### src/rtl/alu_ctrl_md_if.sv
// alu_ctrl_md_if: decode request, operands and HI/LO results between EX
// control and the ALU control / multiply-divide block.
interface alu_ctrl_md_if #(
    parameter int WIDTH = 32
);
    logic [1:0]       ALUOP;
    logic [5:0]       funct;
    logic             op_valid;
    logic [WIDTH-1:0] rs_val;
    logic [WIDTH-1:0] rt_val;
    logic [3:0]       OP;
    logic             illegal;
    logic             md_stall;
    logic             md_done;
    logic [WIDTH-1:0] hi;
    logic [WIDTH-1:0] lo;

    modport master (
        output ALUOP, funct, op_valid, rs_val, rt_val,
        input  OP, illegal, md_stall, md_done, hi, lo
    );

    modport slave (
        input  ALUOP, funct, op_valid, rs_val, rt_val,
        output OP, illegal, md_stall, md_done, hi, lo
    );
endinterface

### src/rtl/alu_ctrl_md.sv
// alu_ctrl_md: EX-stage ALU control decoder plus iterative mul/div with HI/LO.
// Define MULDIV_EN to build the sequencer, HI/LO and mfhi/mflo/mult/div decode.
module alu_ctrl_md #(
    parameter int WIDTH = 32
) (
    input logic          clk,
    input logic          rst_n,
    alu_ctrl_md_if.slave bus
);
    logic [3:0] op;
    logic       ill;

    always_comb begin
        op  = 4'd15;
        ill = 1'b0;
        unique case (bus.ALUOP)
            2'd0: op = 4'd2;
            2'd1: op = 4'd3;
            2'd2: begin
                case (bus.funct)
                    6'd36: op = 4'd0;
                    6'd37: op = 4'd1;
                    6'd32: op = 4'd2;
                    6'd34: op = 4'd3;
                    6'd0:  op = 4'd4;
                    6'd42: op = 4'd5;
                    6'd2:  op = 4'd6;
                    6'd39: op = 4'd7;
                    6'd38: op = 4'd8;
                    6'd43: op = 4'd9;
`ifdef MULDIV_EN
                    6'd16: op = 4'd10;
                    6'd18: op = 4'd11;
                    6'd24, 6'd25, 6'd26, 6'd27: op = 4'd15;
`endif
                    default: ill = 1'b1;
                endcase
            end
            default: ill = 1'b1;
        endcase
    end

    assign bus.OP      = op;
    assign bus.illegal = ill;

`ifdef MULDIV_EN
    localparam int CW = $clog2(WIDTH);

    typedef enum logic [1:0] {IDLE, RUN, FIX} state_t;

    state_t             state;
    logic [CW-1:0]      cnt;
    logic [2*WIDTH-1:0] acc;
    logic [WIDTH-1:0]   m;
    logic               is_div;
    logic               neg_q;
    logic               neg_r;
    logic [WIDTH-1:0]   hi;
    logic [WIDTH-1:0]   lo;
    logic               done;

    logic               md_req;
    logic               hilo_rd;
    logic               busy;
    logic               sgn;
    logic [WIDTH-1:0]   abs_a;
    logic [WIDTH-1:0]   abs_b;
    logic [WIDTH:0]     t;
    logic [WIDTH:0]     sum;
    logic [2*WIDTH-1:0] step;
    logic [2*WIDTH-1:0] prod;
    logic [WIDTH-1:0]   quo;
    logic [WIDTH-1:0]   rem;

    assign md_req  = bus.op_valid && bus.ALUOP == 2'd2
                     && bus.funct[5:2] == 4'b0110;
    assign hilo_rd = bus.op_valid && bus.ALUOP == 2'd2
                     && (bus.funct == 6'd16 || bus.funct == 6'd18);
    assign busy    = state != IDLE;
    assign sgn     = !bus.funct[0];
    assign abs_a   = (sgn && bus.rs_val[WIDTH-1]) ? -bus.rs_val : bus.rs_val;
    assign abs_b   = (sgn && bus.rt_val[WIDTH-1]) ? -bus.rt_val : bus.rt_val;

    // acc holds {partial product, multiplier} or {remainder, quotient}
    always_comb begin
        t   = {acc[2*WIDTH-1:WIDTH], acc[WIDTH-1]};
        sum = {1'b0, acc[2*WIDTH-1:WIDTH]} + (acc[0] ? {1'b0, m} : '0);
        if (!is_div) begin
            step = {sum, acc[WIDTH-1:1]};
        end else if (t >= {1'b0, m}) begin
            step = {t[WIDTH-1:0] - m, acc[WIDTH-2:0], 1'b1};
        end else begin
            step = {t[WIDTH-1:0], acc[WIDTH-2:0], 1'b0};
        end
    end

    // divide by zero keeps an all-ones quotient regardless of sign
    assign prod = neg_q ? -acc : acc;
    assign quo  = (neg_q && m != '0) ? -acc[WIDTH-1:0] : acc[WIDTH-1:0];
    assign rem  = neg_r ? -acc[2*WIDTH-1:WIDTH] : acc[2*WIDTH-1:WIDTH];

    always_ff @(posedge clk) begin
        if (!rst_n) begin
            state  <= IDLE;
            cnt    <= '0;
            acc    <= '0;
            m      <= '0;
            is_div <= 1'b0;
            neg_q  <= 1'b0;
            neg_r  <= 1'b0;
            hi     <= '0;
            lo     <= '0;
            done   <= 1'b0;
        end else begin
            done <= 1'b0;
            unique case (state)
                IDLE: begin
                    if (md_req) begin
                        is_div <= bus.funct[1];
                        neg_q  <= sgn && (bus.rs_val[WIDTH-1] ^ bus.rt_val[WIDTH-1]);
                        neg_r  <= sgn && bus.rs_val[WIDTH-1];
                        m      <= bus.funct[1] ? abs_b : abs_a;
                        acc    <= {{WIDTH{1'b0}}, bus.funct[1] ? abs_a : abs_b};
                        cnt    <= CW'(WIDTH - 1);
                        state  <= RUN;
                    end
                end
                RUN: begin
                    acc <= step;
                    if (cnt == '0) begin
                        state <= FIX;
                    end else begin
                        cnt <= cnt - CW'(1);
                    end
                end
                FIX: begin
                    if (is_div) begin
                        hi <= rem;
                        lo <= quo;
                    end else begin
                        hi <= prod[2*WIDTH-1:WIDTH];
                        lo <= prod[WIDTH-1:0];
                    end
                    done  <= 1'b1;
                    state <= IDLE;
                end
                default: state <= IDLE;
            endcase
        end
    end

    assign bus.md_stall = busy && (md_req || hilo_rd);
    assign bus.md_done  = done;
    assign bus.hi       = hi;
    assign bus.lo       = lo;
`else
    logic unused;
    assign unused = ^{clk, rst_n, bus.op_valid, bus.rs_val, bus.rt_val};

    assign bus.md_stall = 1'b0;
    assign bus.md_done  = 1'b0;
    assign bus.hi       = '0;
    assign bus.lo       = '0;
`endif
endmodule

### src/flat_wrapper.sv
// flat-port wrapper written by rule: the top's interface ports become plain ports
module alu_ctrl_md_flat 
#(
    parameter int WIDTH = 32
)
  (clk, rst_n, bus_ALUOP, bus_funct, bus_op_valid, bus_rs_val, bus_rt_val, bus_OP, bus_illegal, bus_md_stall, bus_md_done, bus_hi, bus_lo);
  alu_ctrl_md_if #(.WIDTH(WIDTH)) bus_i ();
  input logic clk;
  input logic rst_n;
  input wire logic [$bits(bus_i.ALUOP)-1:0] bus_ALUOP;
  input wire logic [$bits(bus_i.funct)-1:0] bus_funct;
  input wire logic [$bits(bus_i.op_valid)-1:0] bus_op_valid;
  input wire logic [$bits(bus_i.rs_val)-1:0] bus_rs_val;
  input wire logic [$bits(bus_i.rt_val)-1:0] bus_rt_val;
  output wire logic [$bits(bus_i.OP)-1:0] bus_OP;
  output wire logic [$bits(bus_i.illegal)-1:0] bus_illegal;
  output wire logic [$bits(bus_i.md_stall)-1:0] bus_md_stall;
  output wire logic [$bits(bus_i.md_done)-1:0] bus_md_done;
  output wire logic [$bits(bus_i.hi)-1:0] bus_hi;
  output wire logic [$bits(bus_i.lo)-1:0] bus_lo;
  assign bus_i.ALUOP = bus_ALUOP;
  assign bus_i.funct = bus_funct;
  assign bus_i.op_valid = bus_op_valid;
  assign bus_i.rs_val = bus_rs_val;
  assign bus_i.rt_val = bus_rt_val;
  assign bus_OP = bus_i.OP;
  assign bus_illegal = bus_i.illegal;
  assign bus_md_stall = bus_i.md_stall;
  assign bus_md_done = bus_i.md_done;
  assign bus_hi = bus_i.hi;
  assign bus_lo = bus_i.lo;
  alu_ctrl_md #(.WIDTH(WIDTH)) u_core (.clk(clk), .rst_n(rst_n), .bus(bus_i));
endmodule
### config.mk
export PLATFORM = sky130hd
export DESIGN_NAME = alu_ctrl_md_flat
export DESIGN_NICKNAME = d
export VERILOG_FILES = /design/src/rtl/alu_ctrl_md_if.sv /design/src/rtl/alu_ctrl_md.sv /design/src/flat_wrapper.sv
export SDC_FILE = /design/constraint.sdc
export NUM_CORES = 1
export LEC_CHECK = 0
export BUFFER_PORTS_ARGS = -buffer_cell sky130_fd_sc_hd__buf_2
export CAP_MARGIN = 20
export CORE_AREA = 2 2 56 58
export DETAILED_ROUTE_END_ITERATION = 10
export DIE_AREA = 0 0 58 60
export MAX_ROUTING_LAYER = met4
export PLACE_DENSITY = 0.87
export REMOVE_ABC_BUFFERS = 1
export SLEW_MARGIN = 20
export SYNTH_ARGS = -nofsm -noshare
export SYNTH_HDL_FRONTEND = slang
export SYNTH_SLANG_ARGS = --single-unit
### constraint.sdc
create_clock -name vclk -period 2.8
set_input_delay 0.56 -clock vclk [all_inputs]
set_output_delay 0.56 -clock vclk [all_outputs]
set_load 0.02 [all_outputs]
; Yosys cells after proc, flatten, opt, wreduce, memory -nomap -nowiden
; Cells that the tools add are included.
[totals]
regBits = 0
input_bits = 75
out_inout_bits = 71
wordCells = 19
[op_classes]
eq_ne = 11
n_mux = 4
n_reduce_logical = 4
[op_table]
columns = op, count
row1 = 6-bit == test (second input constant), 8
row2 = 4-bit case mux with 10 select lines, 1
row3 = 4-bit case mux with 3 select lines, 1
row4 = 10-bit OR reduction, 1
row5 = 6-bit by 2-bit == test with 1-bit output (second input constant), 1
row6 = 6-bit zero test, 1
row7 = 2-bit by 1-bit == test with 1-bit output (second input constant), 1
row8 = 2-bit == test (second input constant), 1
row9 = 2-bit zero test, 1
row10 = 1-bit case mux with 2 select lines, 1
row11 = 2-bit OR reduction, 1
row12 = 1-bit 2-to-1 mux, 1

; Logic depth before layout (Yosys ltp)
; Gate-level depths: netlist of the first run.
[logic_depth]
word_depth = 4
depth_mapped = 5

; Worst setup path before layout of the first run
; OpenSTA, ideal clock, no wires.
[synth_path]
path_kind = input-to-output
start = input port bus_funct[2]
end = output port bus_OP[1]
arrival_time_ns = 1.597
slack_ns = 0.643
cell_stages = 5
n_path_buf = 1
path_cell_list = buf_6 -> nor2b_4 -> nand2_1 -> o32a_1 -> or3_1
[synth_between]
elab_chain_cells = 3
[synth_lines]
columns = element, line_no
row1 = "start, declared", flat_wrapper.sv:11  ; input wire logic [$bits(bus_i.funct)-1:0] bus_funct;
row2 = "6-bit == test, or another cell as far along", alu_ctrl_md.sv:20  ; case (bus.funct)
row3 = 4-bit case mux with 10 select lines (*), alu_ctrl_md.sv:20
row4 = 4-bit case mux with 3 select lines (*), alu_ctrl_md.sv:16  ; unique case (bus.ALUOP)
row5 = "end, declared", flat_wrapper.sv:15  ; output wire logic [$bits(bus_i.OP)-1:0] bus_OP;
; Mark *: on every way between the ends. The rest lies on a longest branch, timed or not.

; Final worst setup path of the first run
[layout_path]
start = input port bus_funct[3]
end = output port bus_OP[1]
; Same word-level chain as after synthesis.

==> results, run 1 <==
- The startpoint type of the worst setup path is an input pin.
- Detailed routing inserted a total of about 430 vias.
- The post-route setup TNS is 0 ps.
- In the routed design, unresolved DRC markers number 0.
- The maximum fanout encountered on the critical timing path is 8.
- Setup repair after global routing left no endpoint under its margin.
- Of the total synthesized cell area, the portion taken by XOR and XNOR cells is 0%.
- Setup violations remaining at the end of the flow were counted as 0.
- The final net count is around 180.
- The via count of the first global-routing pass is between 200 and 300.
- Relative to the synthesized area, the layout overhead comes to -23.0%.
- The count of inserted antenna diode cells is 0.
- Summing the areas of all fa, ha and maj instances in the mapped netlist gives 0% of the synthesized area.
- The layout sequential cell count is 0.
- The number of endpoints with negative hold slack in the final report is 0.
- Counting the clock-network buffers in the layout gives 0.
- The share of the Yosys chip area taken by registers is 0%.
- The count of hold buffers inserted by post-cts repair is 0.
- Dividing total power by cell area gives a power density of 217 nW/µm².
- The total overflow left after global routing is 0.
- The worst min-delay path category is in2out.
- The number of buffers added on ports is 13.
- The flow ran to the end, and the final reports show no timing, DRC or antenna violations.
- The leakage component of the power is about 0.32 nW.
- The detailed router finished its first iteration with 2 violations.
- The buffer count from post-CTS setup fixing is 0.
- At the end of routability-driven placement, the weighted congestion stood at 0.753.
- The area occupied by registers is 0 µm².
- In the global route stage, met3 resource usage came out at 0%.
- In the routed layout, each cell is associated on average with a via count of 3.08.
- The total of fill cells in the finished design is about 330.
- In this run, post-CTS repair resized a total of 0 instances.
- The combined global-route utilization of all metal layers is under 10%.
- The peak supply drop is between 0.00005 and 0.00006 V.
- From bottom edge to top edge, the die measures 60 µm.
- The core region is 2900 µm².
- The synthesized area per cell is 7.26 µm².
- Summing the areas of all compound-gate instances in the mapped netlist gives under 10% of the synthesized area.
- The cell count after synthesis is between 90 and 100.
- After synthesis, the largest family of logic cells by area is buffers and inverters.
- The starting utilization of the core area is 24.0%.
- The initial antenna violation count is 0.
- Derived from the worst setup path, the maximum achievable clock frequency is 0.427 GHz.
- The first-pass GRT wire length is 1.08 mm.
- The final wirelength is 826 µm.
- For met2 alone, demand over resource in global routing was between 9 and 10%.
- For the finished layout, the period the worst path requires is 2340 ps.
- Entering global routing, the biggest net connects 11 pins.
- The data required time at the worst endpoint is ~2200 ps.
- The global-route met1 utilization is 2.96%.
- The worst setup path is captured at an output port.
- The arrival time reported for the critical path endpoint is 1780 ps.
- The multi-input combinational cells in the finished layout cover a total of about 430 µm².
- Once detail routing completed, the nets flagged for antenna violations numbered 0.
- In the synthesized netlist, mux cells make up about 1.4% of the area.
- The number of max-cap violations is 0.
- The startpoint-to-endpoint class of the critical path is in2out.
- The post-route non-filler standard cell count is 139.
- Of the cells placed in the final design, the portion with a size suffix greater than 1 is 16.0%.
- The total I/O pin count is around 150.
- The share of the clock period used by the worst path is 83.6%.
- Summing the areas of all and, or, nand and nor instances in the mapped netlist gives 14.9% of the synthesized area.
- The worst-case setup slack after placement is 471 ps.
- In this run, distinct cell masters in the synthesized netlist total 24.
- The count of placed standard cells including taps is 139.
- The number of search-and-repair iterations in the first detailed-routing pass is 2.
- The total die area is 3480 µm².
- The total power is 116 µW.
- From left edge to right edge, the die measures 58 µm.
- The count of pins over their slew limit came to 0.
- The floorplan has 20 rows.
- In the final routed layout, each cell accounts on average for 5.94 µm.
- The final worst setup slack is 458 ps.
- The placed wire-length estimate after detailed placement is approximately 760 µm.
- The cell area that synthesis handed to floorplanning was around 700 µm².
- The number of warning messages in the yosys log is 0.
- The busiest layer in global routing is met2.
==> layout make-up <==
type	instances	share of cell area (%)
Tap cell	33	7.69
Timing Repair Buffer	13	12.1
Multi-Input combinational cell	93	80.2
==> metrics by stage <==
stage                     instance area (µm²)  hold slack [ps]  utilization (%)
after global routing                      537             1500             18.5
after detailed placement                  537             1460             18.5
after CTS                                 537             1470             18.5
after global placement                    537             1460             18.5
final                                     537             1460             18.5
after floorplan                           430             1270                -
==> worst paths after layout <==
check,start,to,slack [ps],cells past startpoint
setup / recovery,bus_funct[3],bus_OP[1],460,5
hold / removal,bus_ALUOP[0],bus_OP[0],1460,3
==> power by group <==
part	internal, mW	switching, mW	total, mW
sequential	0	0	0
clock	0	0	0
combinational	0.0166	0.0998	0.116
total	0.0166	0.0998	0.116
==> synthesized netlist by cell type <==
cell	instances	share of area, %
sky130_fd_sc_hd__buf_4	66	71
sky130_fd_sc_hd__and2_2	1	1.1
sky130_fd_sc_hd__o41ai_1	1	1.3
sky130_fd_sc_hd__nor2_1	3	1.6
sky130_fd_sc_hd__or3_2	1	1.1
sky130_fd_sc_hd__o21a_1	1	1.1
sky130_fd_sc_hd__nor3b_1	1	1.1
sky130_fd_sc_hd__o31a_1	1	1.3
sky130_fd_sc_hd__conb_1	1	0.54
sky130_fd_sc_hd__nand2_1	2	1.1
sky130_fd_sc_hd__buf_6	1	1.6
sky130_fd_sc_hd__nand2b_1	1	0.90
sky130_fd_sc_hd__a21oi_1	4	2.9
sky130_fd_sc_hd__nor2b_4	1	2.0
sky130_fd_sc_hd__and3b_2	1	1.4
sky130_fd_sc_hd__clkbuf_1	1	0.54
sky130_fd_sc_hd__a31oi_1	1	0.90
sky130_fd_sc_hd__or2b_1	1	1.1
sky130_fd_sc_hd__mux2i_1	1	1.4
sky130_fd_sc_hd__nand3_1	1	0.72
sky130_fd_sc_hd__o32a_1	1	1.4
sky130_fd_sc_hd__a21o_1	1	1.1
sky130_fd_sc_hd__or3_1	2	1.8
sky130_fd_sc_hd__nand3b_1	1	1.1
==> placed cells by master (no fill, tap or decap) <==
cell	n
sky130_fd_sc_hd__nor2b_4	1
sky130_fd_sc_hd__or2b_1	1
sky130_fd_sc_hd__and2_2	1
sky130_fd_sc_hd__or3_2	1
sky130_fd_sc_hd__nand2b_1	1
sky130_fd_sc_hd__mux2i_1	1
sky130_fd_sc_hd__o32a_1	1
sky130_fd_sc_hd__a21oi_1	4
sky130_fd_sc_hd__nand3b_1	1
sky130_fd_sc_hd__o41ai_1	1
sky130_fd_sc_hd__and3b_2	1
sky130_fd_sc_hd__or3_1	2
sky130_fd_sc_hd__o21a_1	1
sky130_fd_sc_hd__nand2_1	2
sky130_fd_sc_hd__conb_1	66
sky130_fd_sc_hd__nor2_1	3
sky130_fd_sc_hd__nand3_1	1
sky130_fd_sc_hd__a31oi_1	1
sky130_fd_sc_hd__buf_2	13
sky130_fd_sc_hd__o31a_1	1
sky130_fd_sc_hd__a21o_1	1
sky130_fd_sc_hd__nor3b_1	1
==> routing by layer <==
| layer | vias to the layer above | share of wire [%] | wire (µm) |
|---|---|---|---|
| met5 | - | 0 | 0 |
| li1 | 197 | - | - |
| met4 | 0 | 0 | 0 |
| met1 | 180 | 26 | 215 |
| met3 | 0 | 21 | 170 |
| met2 | 51 | 53 | 440 |
==> logic make-up (layout without fill, tap and decap cells) <==
family / count (synthesis) / count (layout)
other: 1 / 66
buffers and inverters: 68 / 13
AO/OA/AOI/OAI: 10 / 10
AND/OR/NAND/NOR: 16 / 16
multiplexers: 1 / 1
==> critical path, cell delays in order <==
cell and delay [ps]:
sky130_fd_sc_hd__buf_2 140, sky130_fd_sc_hd__or3_1 350, sky130_fd_sc_hd__o32a_1 190, sky130_fd_sc_hd__or3_1 370, sky130_fd_sc_hd__buf_2 170
(Power assumes the default switching activity.)
==> run 2: changes to the inputs <==
Settings changed: CORE_AREA 2 2 56 58 to default, CORE_MARGIN from default to 2, CORE_UTILIZATION from default to 23, DIE_AREA 0 0 58 60 to default, PLACE_DENSITY 0.87 to 0.86.
Clock period 2.8 ns to 2.06 ns, I/O delays scaled along.
==> results, run 2 (synthesized netlist as in run 1, its figures left out) <==
- The met2 layer usage reported by global route is between 7 and 8%.
- For met3 alone, demand over resource in global routing was 0%.
- In this run the most critical hold path is launched from bus_ALUOP[0].
- The total die area is 3490 µm².
- The die is 59.0 µm tall.
- The total I/O pin count is around 150.
- The count of inserted antenna diode cells is 0.
- Summing internal, switching and leakage power gives 166 µW.
- In this run the worst hold path is classified as in2out.
- The total overflow left after global routing is 0.
- After routing, the total negative slack on setup checks comes to 0 ps.
- Setup repair after global routing left no endpoint under its margin.
- The final worst setup slack is 74.9 ps.
- The top cell types in the final layout, fill and taps aside, are 66 x sky130_fd_sc_hd__conb_1, 11 x sky130_fd_sc_hd__buf_2, 5 x sky130_fd_sc_hd__buf_4.
- The tool flagged a number of max-cap violations equal to 0.
- The worst hold path depth is 3.
- Routability-driven placement finished with a final weighted congestion of a little over 0.7.
- Summed over all nets, the half-perimeter wirelength after detailed placement is 739 µm.
- The power per standard cell area is approximately 290 nW/µm².
- For hold timing, the worst endpoint is bus_OP[0].
- Static timing analysis puts the maximum clock frequency at a little over 0.5 GHz.
- The count of clock buffers in the final design is 0.
- After detailed routing, the number of remaining DRC violations is 0.
- In the global route stage, met1 resource usage came out at 3.70%.
- The first global-routing pass estimated 1.03 mm of wire.
- The peak supply drop is 0.0000752 V.
- After layout, the minimum clock period comes to just under 2000 ps.
- The flow ran to the end, and the final reports show no timing, DRC or antenna violations.
- In the final layout, flip-flops and latches occupy 0 µm².
- The worst setup path is launched from an input pin.
- For this block, the initial DRC count from the detailed router was 2.
- Setup violations remaining at the end of the flow were counted as 0.
- The first TritonRoute pass finished after 3 iterations.
- Summed over all cells, the static leakage comes to about 0.35 nW.
- The number of endpoints with negative hold slack in the final report is 0.
- The final design area excluding fillers is 578 µm².
- Entering global routing, the biggest net connects 11 pins.
- The category of the worst setup path capture point is an output port.
- The number of buffers added on ports is 13.
- The antenna violation net count after detailed routing is 0.
- In this run the horizontal extent of the chip is 59.0 µm.
- In this run the core area contains 19 standard-cell rows.
- The total number of vias is 447.
- The layer flagged by global routing as most heavily used is met2.
- The final net count is 187.
- The via count of the first global-routing pass was ~240.
- The launch point of the worst path is bus_funct[2].
- The initial antenna violation count came to 0.
- The setup path with the least slack is of type in2out.
- Dividing the final minimum period by the clock period gives a little over nine tenths.
- Once the floorplan was initialized, standard cells occupied 24.6% of the core.
- The arrival time reported for the critical path endpoint is 1570 ps.
- The region available for standard cell placement spans around 2800 µm².
- The data required time at the worst endpoint is 1650 ps.
- The post-detailed-route via-to-cell ratio is 3.17.
- The worst-case setup slack after placement is 31.4 ps.
- Hold repair after CTS inserted 0 buffers.
- Wires add up to slightly below 900 µm.
- In the global route stage, overall resource usage came out at 3.58%.
- The fraction of final layout cells sized beyond drive strength 1 is 20.0%.
- The layout sequential cell count is 0.
- After detailed routing, the average wire length per cell comes to 6.25 µm.
- After detailed placement, the total cell area comes to 549 µm².
- The count of pins over their slew limit is 0.
- Leaving out fill and tap cells, the most frequent cell in the layout is sky130_fd_sc_hd__conb_1.
- From synthesis to final layout, the design area changed by -17.1%.
- In this run the worst path has a maximum fanout of 10.
run 2: cell types whose count changed in the layout (fill, tap and decap cells not counted):
cell,change
sky130_fd_sc_hd__buf_2,-2
sky130_fd_sc_hd__buf_4,+5
sky130_fd_sc_hd__buf_6,+1
sky130_fd_sc_hd__or3_1,-1
sky130_fd_sc_hd__or3_4,+1
run 2: what timing repair did:
item                       in CTS  in global routing
setup endpoints to repair       0                  1
setup buffers                   0                  2
resized for setup               0                  5
run 2: routing by layer:
metal / part of all wire (%) / wire (µm) / up-vias
met2: 57 / 503 / 51
met5: 0 / 0 / -
met3: 16 / 142 / 0
met4: 0 / 0 / 0
li1: - / - / 206
met1: 27 / 235 / 190
run 2: power breakdown:
group          internal (mW)  total (mW)  switching [mW]  leakage, nW
registers                  0           0               0            0
logic                 0.0284       0.166           0.138        0.349
clock network              0           0               0            0
total                 0.0284       0.166           0.138        0.349
run 2: worst max-delay path, stage by stage:
cell	delay (ps)
sky130_fd_sc_hd__buf_4	150
sky130_fd_sc_hd__nor2b_4	120
sky130_fd_sc_hd__nand2_1	60
sky130_fd_sc_hd__o32a_1	350
sky130_fd_sc_hd__or3_4	340
sky130_fd_sc_hd__buf_6	140
run 2: stage by stage:
| stage | hold slack [ps] | util, % | cells |
|---|---|---|---|
| after floorplan | 973 | - | 93 |
| after global placement | 1170 | 19.4 | 139 |
| after detailed placement | 1180 | 19.4 | 139 |
| after CTS | 1180 | 19.4 | 139 |
| after global routing | 1210 | 20.4 | 141 |
| final | 1170 | 20.4 | 141 |
run 2: worst max path at each step:
stage	cells after the start	to	slack [ps]
finish	6	bus_OP[1]	70
global route	6	bus_OP[1]	10
floorplan	3	bus_OP[1]	240
detailed placement	5	bus_OP[1]	30
CTS	5	bus_OP[1]	20
global placement	5	bus_OP[1]	40
run 2: final cells by class:
cell class         count  area [µm²]
fillers              325        2250
multi-input cells     93         435
repair buffers        17         104
well taps             31        38.8
==> run 3: changes to the inputs <==
Settings changed: ABC_AREA from default to 1, CORE_UTILIZATION 23 to 24.
==> results, run 3 <==
- Setup violations remaining at the end of the flow were counted as 0.
- After detailed routing, the average wire length per cell comes to 5.70 µm.
- In this run the count of I/O pins placed on the die edge is 146.
- For this design the static power due to leakage is ~0.41 nW.
- The post-place instance area is 604 µm².
- The synthesized area per cell is ~6.6 µm².
- In this run, distinct cell masters in the synthesized netlist total 15.
- The most common cell in the synthesized netlist is sky130_fd_sc_hd__buf_4.
- The routed length on met3 is between 100 and 150 µm.
- The initial antenna violation count is 0.
- The number of search-and-repair iterations in the first detailed-routing pass is 4.
- In the routed design, unresolved DRC markers number 0.
- The final design area excluding fillers is between 600 and 700 µm².
- The count of hold buffers inserted by post-cts repair is 0.
- After layout, the clock buffer instance count stands at 0.
- Entering global routing, the biggest net connects 9 pins.
- STA classifies the critical path startpoint as an input pin.
- The critical hold path startpoint is bus_ALUOP[1].
- The startpoint-to-endpoint class of the critical path is in2out.
- The Yosys step of the flow raised 0 warnings.
- The worst min-delay path category is in2out.
- Once the floorplan was initialized, standard cells occupied 25.0% of the core.
- Wires add up to 907 µm.
- The cell count after synthesis is 114.
- Data on the critical path is required at its endpoint by 1650 ps.
- The height of the die is 59.9 µm.
- The region available for standard cell placement spans 3000 µm².
- STA puts the critical path data arrival time at around 1400 ps.
- The layout sequential cell count is 0.
- The worst hold path depth is 3.
- The total power is 166 µW.
- By count the netlist is led by 66 x sky130_fd_sc_hd__buf_4, 10 x sky130_fd_sc_hd__nand2_1, 8 x sky130_fd_sc_hd__inv_1, 8 x sky130_fd_sc_hd__nand3_1, 5 x sky130_fd_sc_hd__nor2_2.
- The via count of the first global-routing pass came to 326.
- The category of the worst setup path capture point is an output port.
- The antenna violation net count after detailed routing is 0.
- After detailed routing, no signal wire sits above met4.
- The total number of vias is about 500.
- The post-synthesis to final-layout area growth is -19.4%.
- Global routing finished with a remaining overflow of 0.
- The final estimated routing congestion in global placement is 0.831.
- The flow ran to the end, and the final reports show no timing, DRC or antenna violations.
- The fraction of final layout cells sized beyond drive strength 1 is between 20% and 30%.
- The final critical delay including setup and external delays is 1780 ps.
- The library cell used most frequently in the layout, excluding fill and tap cells, is sky130_fd_sc_hd__conb_1.
- The detailed router finished its first iteration with 11 violations.
- The met2 routed wirelength is slightly above 500 µm.
- In the global route stage, overall resource usage came out at 4.28%.
- In the layout the commonest cells are 66 x sky130_fd_sc_hd__conb_1, 13 x sky130_fd_sc_hd__buf_2, 10 x sky130_fd_sc_hd__nand2_1.
- The share of the Yosys chip area taken by registers is 0%.
- The path with the worst hold slack has its endpoint at bus_OP[1].
- Dividing total power by cell area gives a power density of between 200 and 300 nW/µm².
- Once detailed placement completed, the half-perimeter wirelength came to 888 µm.
- The die covers 3590 µm².
- The area share of the largest cell type after synthesis is 66.1%.
- The share of the clock period used by the worst path is 86.6%.
- The floorplan step set the die width to 59.9 µm.
- The count of inserted antenna diode cells is 0.
- The post-route setup TNS is 0 ps.
- The number of endpoints with negative hold slack in the final report is 0.
- The maximum fanout encountered on the critical timing path is 4.
- The peak supply drop is 0.0000596 V.
- The final net count is between 200 and 250.
- The count of pins over their slew limit is 0.
- The post-cts resize count is 0.
- In this run the tool buffered the top-level ports with 13 buffer cells.
- The buffer count from post-CTS setup fixing is 0.
- Summed over all instances, the cell type with the most area after synthesis is sky130_fd_sc_hd__buf_4.
- The area occupied by registers is 0 µm².
- In this run the core area contains 20 standard-cell rows.
- Setup repair after global routing left no endpoint under its margin.
- The first global-routing pass estimated 1.26 mm of wire.
- Max-cap violations in this run came to 0.
- The length of routed wiring on met1 is 267 µm.
- The synthesized area is 749 µm².
- The post-detailed-route via-to-cell ratio is 3.16.
- After synthesis, the cell types taking the most area are sky130_fd_sc_hd__buf_4 66%, sky130_fd_sc_hd__nand3_1 5.3%, sky130_fd_sc_hd__nand2_1 5.0%.
- Timing would allow up to approximately 0.56 GHz.
[run 3: worst max-delay path by stage]
stage / slack, ps / startpoint / to / depth (start not counted)
2_1_floorplan: 420 / bus_funct[5] / bus_illegal / 7
3_3_place_gp: 300 / bus_funct[3] / bus_OP[0] / 10
3_5_place_dp: 270 / bus_funct[3] / bus_OP[0] / 10
4_1_cts: 270 / bus_funct[3] / bus_OP[0] / 10
5_1_grt: 130 / bus_funct[4] / bus_OP[0] / 10
6_report: 280 / bus_funct[3] / bus_OP[0] / 10
[run 3: kinds of logic (layout without fill, tap and decap cells)]
logic type | after synthesis | count (layout) | synth area share [%]
buf+inv | 76 | 23 | 71.1
simple gates | 33 | 33 | 24.7
compound gates | 4 | 4 | 3.67
other cells | 1 | 66 | 0.500
[run 3: final cells by class]
class | count | area, µm²
Fill cell | 350 | 2400
Multi-Input combinational cell | 103 | 460
Timing Repair Buffer | 13 | 65.1
Tap cell | 33 | 41.3
Inverter | 10 | 37.5
[run 3: power breakdown]
part           leakage (nW)  internal (mW)  total [mW]  switching (mW)
Sequential                0              0           0               0
Combinational         0.409         0.0211       0.166           0.145
Clock                     0              0           0               0
Total                 0.409         0.0211       0.166           0.145
[run 3: layer usage]
metal / vias to the layer above / global-route usage, %
met5: - / -
met1: 214 / 4.25
met3: 2 / 0.216
met2: 44 / 9.01
met4: 0 / 0.635
li1: 242 / -
[run 3: critical path: stages]
cell	delay [ps]
sky130_fd_sc_hd__buf_2	130
sky130_fd_sc_hd__nor2_2	190
sky130_fd_sc_hd__nand3_2	120
sky130_fd_sc_hd__nand2_1	100
sky130_fd_sc_hd__nor2_2	50
sky130_fd_sc_hd__nand2_2	70
sky130_fd_sc_hd__nand3_2	60
sky130_fd_sc_hd__nand2_1	60
sky130_fd_sc_hd__inv_1	30
sky130_fd_sc_hd__buf_2	150
[run 3: stage by stage]
| step | util (%) | setup slack (ps) | instances | hold slack (ps) |
|---|---|---|---|---|
| 5_1_grt | 20.1 | 125 | 159 | 1190 |
| 3_5_place_dp | 20.1 | 272 | 159 | 1180 |
| 3_3_place_gp | 20.1 | 303 | 159 | 1170 |
| 2_1_floorplan | - | 422 | 113 | 974 |
| 4_1_cts | 20.1 | 273 | 159 | 1180 |
| 6_report | 20.1 | 276 | 159 | 1170 |
